## config.mk

```make
export PLATFORM = sky130hd
export DESIGN_NAME = rr_bus_mux
export DESIGN_NICKNAME = d
export VERILOG_FILES = /design/src/rtl/rr_bus_mux_pkg.sv /design/src/rtl/rr_bus_mux_picker.sv /design/src/rtl/rr_bus_mux.sv
export SDC_FILE = /design/constraint.sdc
export NUM_CORES = 1
export LEC_CHECK = 0
export ABC_AREA = 1
export CAP_MARGIN = 20
export CELL_PAD_IN_SITES_DETAIL_PLACEMENT = 1
export CELL_PAD_IN_SITES_GLOBAL_PLACEMENT = 1
export CORE_UTILIZATION = 30
export DETAILED_ROUTE_END_ITERATION = 12
export PLACE_DENSITY = 0.77
export SKIP_LAST_GASP = 1
export SYNTH_ARGS = -nofsm -noshare
export SYNTH_HDL_FRONTEND = slang
export SYNTH_SLANG_ARGS = --single-unit
```

## constraint.sdc

```tcl
create_clock -name clk -period 2.3 [get_ports clk]
set_input_delay 0.46 -clock clk [delete_from_list [all_inputs] [get_ports clk]]
set_output_delay 0.46 -clock clk [all_outputs]
set_load 0.005 [all_outputs]
```

## src/rtl/rr_bus_mux_pkg.sv

```systemverilog
// rr_bus_mux_pkg: shared defaults, arbiter state type and clog2 helper for rr_bus_mux
package rr_bus_mux_pkg;
  localparam int def_input_width = 8;
  localparam int def_channels = 4;
  localparam int def_max_hold = 4;
  typedef enum logic {IDLE, GRANTED} arb_state_e;
  function automatic int clog2(input int n);
    int r = 0;
    while ((1 << r) < n) r++;
    return r < 1 ? 1 : r;
  endfunction
endpackage

```

## src/rtl/rr_bus_mux_picker.sv

```systemverilog
// rr_picker: combinational circular priority search starting at pointer
module rr_picker #(
  parameter int channels = 4,
  parameter int selWidth = 2
) (
  input  logic [channels-1:0] req,
  input  logic [selWidth-1:0] pointer,
  output logic                found,
  output logic [selWidth-1:0] winner
);
  int k;
  always_comb begin
    found = 1'b0;
    winner = '0;
    k = 0;
    // walk from farthest to nearest so the nearest requester is written last
    for (int i = channels - 1; i >= 0; i--) begin
      k = int'(pointer) + i;
      k = k >= channels ? k - channels : k;
      if (req[selWidth'(k)]) begin
        found = 1'b1;
        winner = selWidth'(k);
      end
    end
  end
endmodule

```

## src/rtl/rr_bus_mux.sv

```systemverilog
// rr_bus_mux: registered round-robin N-way bus multiplexer with grant-length fairness limit
module rr_bus_mux import rr_bus_mux_pkg::*; #(
  parameter int inputWidth = def_input_width,
  parameter int channels = def_channels,
  parameter int maxHold = def_max_hold,
  localparam int selWidth = clog2(channels)
) (
  input  logic                           clk,
  input  logic                           reset,
  input  logic [channels*inputWidth-1:0] in,
  input  logic [channels-1:0]            req,
  output logic [channels-1:0]            grant,
  output logic [inputWidth-1:0]          out,
  output logic                           outValid,
  output logic [selWidth-1:0]            outChannel
);
  localparam int hold_width = clog2(maxHold + 1);
  localparam logic [hold_width-1:0] hold_one = hold_width'(1);
  localparam logic [hold_width-1:0] hold_last = hold_width'(maxHold == 0 ? 0 : maxHold - 1);
  localparam logic [selWidth-1:0] sel_one = selWidth'(1);
  localparam logic [selWidth-1:0] last_channel = selWidth'(channels - 1);
  localparam logic [channels-1:0] one_hot = channels'(1);
  arb_state_e state, state_n;
  logic [selWidth-1:0] cur, cur_n, pointer, pointer_n, winner;
  logic [hold_width-1:0] hold_count, hold_n;
  logic [channels-1:0] others, search;
  logic expire, keep, found;
  assign others = req & ~grant;
  assign expire = maxHold != 0 && hold_count == hold_last && |others;
  assign keep = state == GRANTED && req[cur] && !expire;
  // an expiring owner is masked out so it can only win again when alone
  assign search = expire ? others : req;
  rr_picker #(.channels(channels), .selWidth(selWidth)) picker (
    .req(search),
    .pointer(pointer),
    .found(found),
    .winner(winner)
  );
  always_ff @(posedge clk) begin
    if (reset) begin
      state <= IDLE;
      grant <= '0;
      cur <= '0;
      pointer <= '0;
      hold_count <= '0;
    end else begin
      state <= state_n;
      grant <= state_n == GRANTED ? one_hot << cur_n : '0;
      cur <= cur_n;
      pointer <= pointer_n;
      hold_count <= hold_n;
    end
  end
  always_comb begin
    state_n = keep || found ? GRANTED : IDLE;
    cur_n = keep || !found ? cur : winner;
    pointer_n = keep || !found ? pointer : winner == last_channel ? '0 : winner + sel_one;
    hold_n = keep ? (&hold_count ? hold_count : hold_count + hold_one) : '0;
  end
  always_ff @(posedge clk) begin
    if (reset) begin
      out <= '0;
      outValid <= 1'b0;
      outChannel <= '0;
    end else if (state == GRANTED && req[cur]) begin
      out <= in[int'(cur)*inputWidth +: inputWidth];
      outChannel <= cur;
      outValid <= 1'b1;
    end else begin
      outValid <= 1'b0;
    end
  end
endmodule

```

==> summary.txt <==
Synthesis
  • Synth Register Bits: 23
  • Main combinational cell family by area after synthesis: simple AND/OR/NAND/NOR gates
  • Area leader, netlist: dfxtp_1
  • Ranking of synthesized cells by area: dfxtp_1 (32%), nor2_1 (14%), o21ai_0 (9.8%)
  • Synth warn: 0
  • Ys flop type: dfxtp_1
  • Post-synth EDFFs: 0
  • Post-synth top area share: 32.17%
  • Synth async-reset ratio: 0%
  • XOR/XNOR share of the synthesized area: 1.224%
  • Synthesized Nets: 258
  • Post-synthesis sequential area ratio: 32.17%
  • Simple logic cell fraction of the synthesized area: 36.10%
  • Adder-Cell Fraction of Synth Area: 2.622%
  • Syn Std Cell Area: 1431 um2
  • Post-synthesis mux area share: 0.6993%
  • Synth Instances: 217
  • Post-synth cell types: 27
  • Mean Syn Cell Area: 6.596 um2
  • Synth Area in Compound Gates: 18.36%

Floorplanning
  • IO Count: 53
  • Die span in x: 71.08 um
  • Die area: 5052 um2
  • Die Y-Extent: 71.08 um
  • Initial Utilization: 31.99%
  • Site row count: 24
  • Std-Cell Core Area: 4474 um2

Route
  • DRT antenna net count: 0
  • Routed WL: 4.142 mm
  • First-pass detailed-route iteration total: 10
  • DRC: 2
  • Vias: 1563
  • Avg WL per Cell: 12.44 um
  • Vias/cell: 4.694
  • 1st-iter DRT viols: 36

Pwr
  • Sw Share: 45.52%
  • Net Switching: 1.111 mW
  • Max IR drop VDD: 397.6 uV
  • Clk pwr share: 10.2%
  • Seq pwr share: 26.9%
  • Pleak: 0.9650 nW
  • Pint: 1.329 mW
  • Comb power frac: 62.9%
  • PD cells: 1123 nW/um2
  • Tot Pwr: 2.440 mW

CTS
  • TritonCTS Buffers: 3
  • Worst-skew pair later-pin latency: 0.26 ns
  • CTS root buf: clkbuf_8
  • CTS tree: built
  • H-tree depth: 1
  • Clk pin slew, worst setup/hold paths: 0.07 ns
  • Clock sink total: 23
  • Clock Tree Buf Depth: 2
  • Hold-fix buffers at CTS: 0

Placed design
  • Final HPWL from detailed placement: 3.381 mm
  • Placed cells: 328
  • Pre-CTS setup slack: -0.1608 ns
  • GP Congestion: 0.7780
  • Dpl cell area: 2102 um2
  • PortBufs: 52

Final layout
  • Commonest non-fill, non-tap cells in the layout: clkdlybuf4s50_1 (52), nor2_1 (50), o21ai_0 (28)
  • Final Instance Area: 2172 um2
  • Share of cells above drive strength 1: 17.79%
  • Fill cells: 563
  • Fin cells: 333
  • Leading cell type in the layout, fill and taps excluded: clkdlybuf4s50_1
  • Final net count: 323
  • Antenna cells: 0
  • Post-layout util: 48.55%
  • Layout area overhead: 51.75%

Timing
  • Setup TNS: 0 ns
  • Final period util: 92.15%
  • Setup violators final: 0
  • Final hold slack: 0.5349 ns
  • Max Freq: 471.8 MHz
  • Final Hold Viols: 0
  • Min cycle time layout: 2.119 ns
  • Worst-Margin Slew: 0.3606 ns
  • PnR worst setup slack: 0.1806 ns
  • Worst rel slew slack: 75.93%
  • Slew Viols, Final: 0
  • Skew final: 0.007258 ns
  • RSZ-0062 raised after global routing: false

Global routing
  • Largest net degree at the start of global routing: 21
  • Vias in the first global route: 1673
  • Global-route wire length before repair: 7.327 mm
  • Initial antenna violation count: 0
  • Total gr overflow: 0
  • Total GRT Usage: 18.28%

Setup path
  • Startpoint types: primary input
  • Setup CP Type: in2reg
  • Critical Path End Type: flip-flop
  • Max FO, Critical Path: 5
  • Required time worst endpoint: 2.50 ns
  • Crit path DAT: 2.32 ns

Min path
  • Worst hold-check path type: reg2reg

Job
  • Max_cap viols: 0

Run status
  • Status: finished, violations left
  • Failing checks: design-rule violations
[critical path, stage by stage]
cell	delay, ns
clkdlybuf4s50_1	0.44
nand2_2	0.09
nand2_1	0.09
o21ai_4	0.21
nand2_1	0.11
nand3_1	0.12
nand3_2	0.10
buf_4	0.15
nand2_1	0.05
nand2_1	0.05
nand3_1	0.09
nand2_2	0.07
nor2_2	0.12
nor2_2	0.06
nor2_2	0.12
[flip-flops by register name, indices dropped and copies added (netlist names)]
signal and count:
outValid 1, outChannel 2, cur 2, out 8, state 1, hold_count 3, grant 4, pointer 2
[power by group through the flow]
stage	clock [mW]	sequential [mW]	combinational, mW
2_1_floorplan	0	0.595	1.01
3_3_place_gp	0	0.668	1.48
3_5_place_dp	0	0.669	1.51
4_1_cts	0.257	0.661	1.51
5_1_grt	0.281	0.683	1.74
6_report	0.248	0.657	1.54
[final cells by class]
type	instances	area (um2)	area share, %
clock buffer	4	45.04	2.074
multi-input combinational	164	862.1	39.69
tap	52	65.06	2.995
timing repair buffer	69	660.6	30.41
sequential	23	460.4	21.20
inverter	21	78.83	3.629
[path summary, 6_finish.rpt]
path                 startpoint       endpoint  slack, ns  depth (start not counted)
setup / recovery         req[3]       grant[0]       0.18                         15
hold / removal    hold_count[1]  hold_count[1]       0.53                          2
setup reg to reg  hold_count[0]       grant[1]       0.33                         14
hold reg to reg   hold_count[1]  hold_count[1]       0.53                          2
[cells by family (layout without fill, tap and decap cells)]
kind of cell,Yosys count,in the layout
AND/OR/NAND/NOR,113,113
AO/OA/AOI/OAI,45,45
buffers and inverters,30,94
flip-flops,23,23
adder cells (fa/ha/maj),3,3
XOR/XNOR,2,2
multiplexers,1,1
[cell usage after synthesis (2+ instances only)]
| library cell | n |
|---|---|
| buf_1 | 2 |
| nand2_2 | 12 |
| nand2_1 | 26 |
| nor2_1 | 54 |
| dfxtp_1 | 23 |
| o21ai_0 | 28 |
| inv_1 | 19 |
| a31oi_1 | 8 |
| ha_1 | 3 |
| clkbuf_1 | 3 |
| buf_2 | 2 |
| a21oi_1 | 5 |
| nand3_1 | 14 |
| inv_2 | 2 |
| nand3_2 | 4 |
[repair_timing]
item	4_1_cts	5_1_grt
setup endpoints to repair	0	3
buffers inserted	0	1
resized for setup	0	6
[routing by layer]
metal	GRT usage, %	routed length, um	share of wire (%)	vias up
li1	-	-	-	826
met5	0	0	0	-
met4	4.667	29	0.70	0
met1	23.09	1915	46	689
met3	4.416	280	6.8	4
met2	31.30	1917	46	44
Power figures use the tool's default switching activity.
